### src/rtl/om_pkg.sv
// Shared definitions for the output-memory write buffer.
package om_pkg;

    localparam int OM_ADDR_W = 4;
    localparam int OM_DATA_W = 64;

    // One buffered output-memory write.
    typedef struct packed {
        logic [OM_ADDR_W-1:0] addr;
        logic [OM_DATA_W-1:0] data;
    } om_entry_t;

endpackage

### src/rtl/om_buf_mem.sv
// Entry storage for the write buffer: one write port, one async read port.
module om_buf_mem
    import om_pkg::*;
#(
    parameter int DEPTH = 4,
    parameter int WIDTH = OM_ADDR_W + OM_DATA_W
) (
    input  logic                     CLK,
    input  logic                     wr_en,
    input  logic [$clog2(DEPTH)-1:0] wr_idx,
    input  logic [WIDTH-1:0]         wr_data,
    input  logic [$clog2(DEPTH)-1:0] rd_idx,
    output logic [WIDTH-1:0]         rd_data
);

    logic [WIDTH-1:0] mem [DEPTH];

    // Store a pushed or coalesced entry.
    // NOTE: storage has no reset; Count gates every read, so stale contents are never observed.
    always_ff @(posedge CLK) begin
        if (wr_en) begin
            mem[wr_idx] <= wr_data;
        end
    end

    assign rd_data = mem[rd_idx];

endmodule

### src/rtl/om_write_buffer.sv
// Output-memory write buffer: DEPTH-entry FIFO with stall handshake and
// optional coalescing of back-to-back writes to the newest entry's address.
module om_write_buffer
    import om_pkg::*;
#(
    parameter int ADDR_W   = OM_ADDR_W,
    parameter int DATA_W   = OM_DATA_W,
    parameter int DEPTH    = 4,
    parameter int COALESCE = 1
) (
    input  logic                       CLK,
    input  logic                       RST,
    input  logic [ADDR_W-1:0]          ODST_o,
    input  logic                       OMWrite_o,
    input  logic [DATA_W-1:0]          OMEM_Data_o,
    output logic                       OStall,
    output logic [ADDR_W-1:0]          ODST_om,
    output logic                       OMWrite_om,
    output logic [DATA_W-1:0]          OMEM_Data_om,
    input  logic                       OM_Ready,
    output logic [$clog2(DEPTH+1)-1:0] Count
);

    localparam int PTR_W = $clog2(DEPTH);
    localparam int CNT_W = $clog2(DEPTH + 1);
    localparam int ENT_W = ADDR_W + DATA_W;
    localparam logic [CNT_W-1:0] FULL_CNT = CNT_W'(DEPTH);
    localparam logic [CNT_W-1:0] ONE_CNT  = CNT_W'(1);

    logic [PTR_W-1:0]  wr_ptr;
    logic [PTR_W-1:0]  rd_ptr;
    logic [ADDR_W-1:0] newest_addr_q;   // address of the most recently pushed entry
    logic [ENT_W-1:0]  head_entry;
    logic [PTR_W-1:0]  mem_wr_idx;
    logic              occupied;
    logic              full;
    logic              pop;
    logic              hit;
    logic              push;

    assign occupied = (Count != '0);
    assign full     = (Count == FULL_CNT);

    // Decide this cycle's pop, coalesce hit and push.
    // NOTE: every output gets a default first so no latch is inferred.
    always_comb begin
        pop  = 1'b0;
        hit  = 1'b0;
        push = 1'b0;
        pop  = occupied && OM_Ready;
        // A lone entry leaving this cycle cannot be merged into; the write becomes a push.
        hit  = (COALESCE != 0) && OMWrite_o && occupied && (ODST_o == newest_addr_q)
               && !((Count == ONE_CNT) && pop);
        push = OMWrite_o && !hit && !full;
    end

    assign OStall = full && !hit;

    // A hit rewrites the newest entry, which sits one slot behind wr_ptr.
    assign mem_wr_idx = hit ? (wr_ptr - PTR_W'(1)) : wr_ptr;

    om_buf_mem #(
        .DEPTH (DEPTH),
        .WIDTH (ENT_W)
    ) u_mem (
        .CLK     (CLK),
        .wr_en   (push || hit),
        .wr_idx  (mem_wr_idx),
        .wr_data ({ODST_o, OMEM_Data_o}),
        .rd_idx  (rd_ptr),
        .rd_data (head_entry)
    );

    // Advance pointers and occupancy; pointers wrap naturally since DEPTH is a power of 2.
    // NOTE: sequential state uses non-blocking assignments only.
    always_ff @(posedge CLK or posedge RST) begin
        if (RST) begin
            wr_ptr        <= '0;
            rd_ptr        <= '0;
            Count         <= '0;
            newest_addr_q <= '0;
        end else begin
            if (push) begin
                wr_ptr        <= wr_ptr + PTR_W'(1);
                newest_addr_q <= ODST_o;
            end
            if (pop) begin
                rd_ptr <= rd_ptr + PTR_W'(1);
            end
            if (push && !pop) begin
                Count <= Count + ONE_CNT;
            end else if (pop && !push) begin
                Count <= Count - ONE_CNT;
            end
        end
    end

    assign OMWrite_om   = occupied;
    assign ODST_om      = occupied ? head_entry[ENT_W-1:DATA_W] : '0;
    assign OMEM_Data_om = occupied ? head_entry[DATA_W-1:0]     : '0;

endmodule

### config.mk
export PLATFORM = sky130hd
export DESIGN_NAME = om_write_buffer
export DESIGN_NICKNAME = d
export VERILOG_FILES = /design/src/rtl/om_pkg.sv /design/src/rtl/om_buf_mem.sv /design/src/rtl/om_write_buffer.sv
export SDC_FILE = /design/constraint.sdc
export NUM_CORES = 1
export LEC_CHECK = 0
export ABC_CLOCK_PERIOD_IN_PS = 6250
export CAP_MARGIN = 20
export CORE_UTILIZATION = 60
export DETAILED_ROUTE_END_ITERATION = 16
export DONT_BUFFER_PORTS = 1
export PLACE_DENSITY = 0.76
export SYNTH_ARGS = -nofsm -noshare
export SYNTH_HDL_FRONTEND = slang
export SYNTH_SLANG_ARGS = --single-unit
### constraint.sdc
create_clock -name CLK -period 6.25 [get_ports CLK]
set_input_delay 0.625 -clock CLK [delete_from_list [all_inputs] [get_ports CLK]]
set_output_delay 0.625 -clock CLK [all_outputs]
set_load 0.05 [all_outputs]
# Yosys cells after proc, flatten, opt, wreduce, memory -nomap -nowiden
# Memories as Yosys holds them, arrays and structs flattened.
# Index checks and enable logic that the tools add are counted.
# classes
n_reduce_logical	18
n_mux	7
eq_ne	3
addsub	5
# ops
op	count
64-bit two-way mux	1
1-bit logical AND	10
3-bit two-way mux	2
1-bit zero test	5
2-bit by 1-bit adder with 2-bit output, second input constant	2
4-bit equality test	1
4-bit two-way mux	1
3-bit by 1-bit adder with 3-bit output, second input constant	1
3-bit by 1-bit equality test with 1-bit output, second input constant	1
3-bit equality test, second input constant	1
3-bit nonzero test	1
3-bit by 1-bit subtractor with 3-bit output, second input constant	1
1-bit two-way mux	2
2-bit two-way mux	1
2-bit nonzero test	1
2-bit by 1-bit subtractor with 2-bit output, second input constant	1
1-bit logical OR	1
# word_totals
input_bits	72
mem_count	1
out_inout_bits	73
mem_bits_rw	272
register_bits	11
wordCells	38
# memory_table
name	words	width	read_ports	rd_clocked_by_memory_dff	write_ports	line	text
u_mem.mem	4	68	1	0	1	om_buf_mem.sv:16	logic [WIDTH-1:0] mem [DEPTH];

# Depth between registers and ports, before layout
# Gate-level depths: netlist (run 1).
# depth
depth_word	12
depth_mapped	11
mapped_depth_nobuf	10

# Cells and area by module
# Synthesis (run 1) repeated with hierarchy kept, for this count alone.
# hier_totals
cells_unflattened	491
hier_area_um2	10950.5
# modules_own_cells
mod	cells_per_inst	area_each_um2	seq_area_each_um2	n_inst
om_buf_mem	360	9867.0	8167.8	1
om_write_buffer	131	1083.5	275.3	1

# Worst setup path before layout (run 1)
# OpenSTA, ideal clock, no wires.
# synth_path
path_type	flip-flop to flip-flop
startpoint	reg Count[0]
endpoint	mem u_mem.mem[0][0] in the netlist's numbering (enable)
arrival_ns	5.187
stages_incl_launch_ff	8
path_buffers	1
setup_ns	0.524
period_less_slack_ns	5.710
required_time_ns	5.726
path_slack_ns	0.540
path_cell_list	dfrtp_1 -> inv_1 -> ha_1 -> nand2b_1 -> buf_4 -> nand3_4 -> nor2_1 -> mux2i_1
# synth_between
elab_chain_cells	11
word_cells_on_any_way	17
classes_between	eq/ne (2); mux (3); reduce/logical (12)
# synth_rtl
item	line	text
start: declaration	om_write_buffer.sv:21	output logic [$clog2(DEPTH+1)-1:0] Count
start signal: assignment	om_write_buffer.sv:91	Count <= Count + ONE_CNT;
start signal: assignment	om_write_buffer.sv:93	Count <= Count - ONE_CNT;
3-bit nonzero test	om_write_buffer.sv:41	assign occupied = (Count != '0);
1-bit logical AND	om_write_buffer.sv:50	pop = occupied && OM_Ready;
1-bit logical AND	om_write_buffer.sv:53	&& !((Count == ONE_CNT) && pop);
1-bit zero test	om_write_buffer.sv:53	
1-bit logical AND	om_write_buffer.sv:53	
1-bit zero test	om_write_buffer.sv:54	push = OMWrite_o && !hit && !full;
1-bit logical AND (2 in series)	om_write_buffer.sv:54	
1-bit logical OR	om_write_buffer.sv:67	.wr_en (push || hit),
1-bit two-way mux	om_buf_mem.sv:21	if (wr_en) begin
1-bit two-way mux (implied by the code)	om_buf_mem.sv:22	mem[wr_idx] <= wr_data;
end: declaration	om_buf_mem.sv:16	
# Several ways; a longest one is shown, not always the timed one.

# Worst setup path in the final report (run 1)
# layout_path
startpoint	reg rd_ptr[0]
endpoint	out OMEM_Data_om[42]
# layout_between
elab_chain_cells	2
# layout_rtl
item	line	text
start: declaration	om_write_buffer.sv:31	logic [PTR_W-1:0] rd_ptr;
start signal: assignment	om_write_buffer.sv:88	rd_ptr <= rd_ptr + PTR_W'(1);
memory 4 x 68 bit	-	
64-bit two-way mux	om_write_buffer.sv:100	assign OMEM_Data_om = occupied ? head_entry[DATA_W-1:0] : '0;
end: declaration	om_write_buffer.sv:19	output logic [DATA_W-1:0] OMEM_Data_om,
# No other way between the ends.

==> results.tsv, run 1 <==
metric	value	unit
Place WS	2500	ps
grt total ovfl	0	
clk buf depth	3	
area leader, netlist	edfxtp_1	
count of nets after finishing	585	
Core Area	18000	µm²
Setup Skew	18.4	ps
initial antenna violation count	0	
GR Util met2	33.9	%
crit path capture type	output pin	
maxcap violations	0	
vias in the first global route	5025	
syn avg cell area	22.3	µm²
Setup violations, final	0	
Slew Viols, Final	0	
FF+latch count, synth	283	
RSZ-0062 raised after global routing	false	
M3 GR Usage	6.33	%
outcome	complete, no violations	
met1 Use GR	25.1	%
# IOs	145	
share of cells above drive strength 1	25.5	%
worst hold-check path type	in -> reg	
CTS tree	done	
Core Util, Final	68.0	%
setup bufs post-CTS	0	
First-pass DRT Iterations	4	
library cells used by synthesis	28	
initial drt markers	248	
syn_nets	572	
die height	138	µm
largest net degree at the start of global routing	72	
Total GRT Usage	20.1	%
Slew headroom	30.1	%
Skew-Pair Late Insertion Delay	530	ps
WS Path Type	reg -> out	
Reg2Reg Setup Slack	2510	ps
DR DRC count	0	
area delta synth->final	11.0	%
sinks on the clock net	283	
Starting Density	61.2	%
Worst EP required	5620	ps
Critical R2R Launch	Count[0]	
Antenna Cells	0	
critical path peak fanout	41	
WL/cell	24.3	µm
Die W	138	µm
register area share after synthesis	76.5	%
clock-pin slew on the worst setup and hold paths	60	ps
Tmin final	3780	ps
endpoints failing hold	0	
type of element launching the critical path	flop	
Worst Slack Setup Final	2470	ps
Hold Worst Slack	182	ps
Synth Instances	495	
first-pass GRT wire length	27800	µm
Resize count post-CTS	0	
ranking of synthesized cells by area	edfxtp_1 (74%), mux4_2 (14%), and2_1 (3.9%), dfrtp_1 (2.5%), buf_12 (1.3%)	
Min-Delay Path Depth	0	
antenna viol nets, final	0	
crit path DAT	3150	ps
Yosys Warn Count	0	
full die area	18900	µm²
Peak Freq	265	MHz
drt via density	6.08	
min-delay src	OMEM_Data_o[32]	
Hold Path End	u_mem.mem[3][32]	
final worst-path cycle share	60.5	%
root buffer cell	clkbuf_16	
mapped cell area	11000	µm²
hold buffers post-CTS	1	
row cnt	49	
Top Usage Layer GRT	met2	
GPL Wtd Cong	0.754	
total number of vias	4612	
post-synth top area share	74.0	%
capturing point of the worst reg2reg path	u_mem.mem[0][48]	
Final TNS setup	0	ps
worst-case reg-to-reg path depth	7	
CTS H-Tree Depth	1	
port bufs	0	
total CTS buffers	28	
Routed Wire Length	18400	µm
Least-Margin Pin Slew	1050	ps
Post-DP HPWL	10500	µm
==> worst max-delay path by stage <==
stage / slack [ps] / depth (start not counted) / start / to
floorplan: 540 / 7 / Count[0] / u_mem.mem[0][0]
global placement: 2610 / 7 / Count[1] / u_mem.mem[0][27]
detailed placement: 2500 / 7 / Count[1] / u_mem.mem[0][27]
CTS: 2330 / 3 / rd_ptr[0] / OMEM_Data_om[42]
global route: 2230 / 3 / rd_ptr[0] / OMEM_Data_om[42]
finish: 2470 / 3 / rd_ptr[0] / OMEM_Data_om[42]
==> cell usage after synthesis <==
master     instances
edfxtp_1         272
and2_1            69
mux4_2            68
dfrtp_1           11
xnor2_1            9
buf_2              8
buf_12             7
clkbuf_1           7
nand2_1            6
ha_1               5
inv_1              5
mux2_2             4
nor2_1             4
mux2i_1            3
buf_4              2
o21ai_0            2
xor2_1             2
a2bb2o_4           1
buf_6              1
nand2b_1           1
nand3_1            1
nand3_4            1
nand3b_1           1
nand4_1            1
nand4bb_1          1
nor4_1             1
o211ai_2           1
o21bai_1           1
==> cells in the final DEF, fill, tap and decap left out, types with 5 or more instances in the layout <==
| master | n |
|---|---|
| inv_1 | 5 |
| clkinv_2 | 7 |
| xnor2_1 | 9 |
| bufinv_16 | 7 |
| ha_1 | 5 |
| edfxtp_1 | 272 |
| buf_4 | 5 |
| and2_1 | 69 |
| mux4_2 | 68 |
| dfrtp_1 | 9 |
| clkbuf_16 | 29 |
| nand2_1 | 6 |
==> worst max-delay path, stage by stage (launching register included) <==
cell and delay [ps]:
dfrtp_4 990, buf_4 640, mux4_2 620, and2_1 350
==> routing by layer <==
metal | wire [µm] | vias up
li1 | - | 2023
met1 | 7140 | 2407
met2 | 9300 | 152
met3 | 1600 | 30
met4 | 383 | 0
met5 | 0 | -
==> cells by family after synthesis <==
logic type      Yosys count  synth area share (%)
compound gates            5                 0.453
buf+inv                  30                  2.28
flops                   283                  76.5
fa+ha+maj                 5                 0.567
xor+xnor                 11                 0.873
mux                      75                  14.6
simple gates             86                  4.79
==> sequential cells by signal, summed over array words and instances (netlist names) <==
register       count
u_mem.mem        272
newest_addr_q      4
Count              3
rd_ptr             2
wr_ptr             2
==> cell type report <==
cell class	instances	area, µm²
well taps	229	287
multi-input cells	182	2380
clock inverters	20	284
inverters	5	18.8
fillers	1124	5770
clock buffers	32	737
repair buffers	8	95.1
flip-flops and latches	283	8450
==> metrics by stage <==
step | instances | area, µm²
after floorplan | 495 | 11000
after global placement | 704 | 11200
after detailed placement | 706 | 11200
after CTS | 759 | 12300
after global routing | 759 | 12300
final | 759 | 12300
Power of run 1 is not shown: default switching activity piles up to over one toggle a cycle in this logic, so the estimate is an artifact.
==> inputs of run 2 (changes only) <==
- ABC_CLOCK_PERIOD_IN_PS: 6250 -> 3300
- CORE_UTILIZATION: 60 -> 57
- PLACE_DENSITY: 0.76 -> 0.75
- clock period: 6.25 -> 3.3 ns (I/O delays scaled with it)
==> run 2 against run 1 <==
Compared with the run above:
- first-iteration DRC count increased by 60%
- clock-buffer cell count fell by 3
- critical path depth rose by 2
- die area grew 5.2%
- core utilization grew 0.78 points
- wire length grew 3.7%
- critical endpoint is now OMEM_Data_om[41]
- largest cell class unchanged
==> results.tsv, run 2 (same netlist as run 1, synthesis figures left out) <==
metric	value	unit
Skew-Pair Late Insertion Delay	520	ps
drt via density	5.67	
First-pass DRT Iterations	5	
WL/cell	22.1	µm
endpoints failing hold	0	
commonest non-fill, non-tap cell in the layout	edfxtp_1	
Slew headroom	45.1	%
total number of vias	4894	
vias in the first global route	5390	
port bufs	0	
GPL Wtd Cong	0.716	
total CTS buffers	27	
register area	8450	µm²
critical path peak fanout	71	
crit path capture type	output pin	
worst hold-check path type	in -> reg	
clock-pin slew on the worst setup and hold paths	60	ps
Final TNS setup	0	ps
full die area	19900	µm²
top flop regs	u_mem.mem: 272 flops, newest_addr_q: 4 flops, Count: 3 flops	
count of nets after finishing	657	
RSZ-0062 raised after global routing	false	
die height	141	µm
crit path DAT	2740	ps
WS Path Type	reg -> out	
largest net degree at the start of global routing	72	
max reg flops	272	
setup bufs post-CTS	0	
share of cells above drive strength 1	23.1	%
Setup violations, final	0	
Filler Cells Inserted	1183	
Multi-input gate area	2390	µm²
first-pass GRT wire length	29700	µm
Starting Density	58.6	%
area delta synth->final	17.3	%
sinks on the clock net	283	
Setup Skew	7.82	ps
CTS H-Tree Depth	1	
Total GRT Usage	19.9	%
Post-DP HPWL	10500	µm
CP peak stage delay	600	ps
antenna viol nets, final	0	
Worst EP required	2970	ps
Slew Viols, Final	0	
initial drt markers	396	
most frequent cells in the layout	edfxtp_1 (272), dlygate4sd3_1 (70), and2_1 (69)	
type of element launching the critical path	flop	
Core Area	18800	µm²
outcome	complete, no violations	
Routed Wire Length	19100	µm
Tmin final	3070	ps
row cnt	50	
root buffer cell	clkbuf_16	
Die W	141	µm
clk buf depth	3	
largest reg by FF count	u_mem.mem	
final worst-path cycle share	93.2	%
Peak Freq	325	MHz
grt total ovfl	0	
maxcap violations	0	
initial antenna violation count	2	
cells along the critical path	inv_1 -> ha_1 -> nand2b_2 -> buf_4 -> and2_1	
Worst path slowest cell	buf_4	
DR DRC count	0	
Least-Margin Pin Slew	824	ps
CTS tree	done	
# IOs	145	
## run 2: cell count changes in the layout (fill, tap and decap cells not counted), sizes merged
cell	delta
clkbuf	-3
dlygate4sd3	+69
buf	+4
diode	+2
clkinvlp	-3
clkinv	+6
bufinv	-2
## run 2: timing repair
item / CTS / global route
hold buffers: 70 / 0
endpoints found under the setup margin: 0 / 0
endpoints found under the hold margin: 289 / 0
gates resized for setup: 0 / 0
## run 2: final timing paths
kind / start / end / slack, ps / cells after the start
worst max-delay path: Count[0] / OMEM_Data_om[41] / 230 / 5
worst min-delay path: OMWrite_o / wr_ptr[0] / 220 / 3
worst max register to register: Count[1] / u_mem.mem[2][26] / 580 / 7
worst min register to register: newest_addr_q[0] / newest_addr_q[0] / 540 / 1
max in group asynchronous: RST / rd_ptr[1] / 2700 / 2
min in group asynchronous: RST / newest_addr_q[3] / 260 / 2
## run 2: area by class of cell
| class | count | share of cell area (%) |
|---|---|---|
| clock inverters | 21 | 1.80 |
| inverters | 5 | 0.145 |
| diodes | 2 | 0.0386 |
| repair buffers | 81 | 6.53 |
| clock buffers | 29 | 5.28 |
| well taps | 260 | 2.51 |
| flip-flops and latches | 283 | 65.3 |
| multi-input cells | 182 | 18.4 |
## run 2: through the flow
step                worst slack [ps]  instance area [µm²]  utilization [%]  hold slack, ps  instances
floorplan                       16.7                11100                -             182        495
global placement                 694                11300             60.2             238        741
detailed placement               582                11300             60.2             242        741
CTS                              133                12900             68.7             199        861
global route                    47.9                12900             68.8             244        863
finish                           226                12900             68.8             219        863
## run 2: worst max-delay path: cells and delay by family (launching register included)
kind / cells / cell delay (ps)
DFF: 1 / 570
buffers and inverters: 2 / 720
adders and majority gates: 1 / 250
and+or+nand+nor: 2 / 690
## run 2: routing by layer
metal  GRT usage [%]  share of wire [%]  vias to the layer above
li1                -                  -                     2169
met1            27.1                 43                     2534
met2            32.9                 49                      157
met3            4.42                6.1                       34
met4            5.15                1.9                        0
met5               0                  0                        -
Power of run 2 is left out for the same reason.
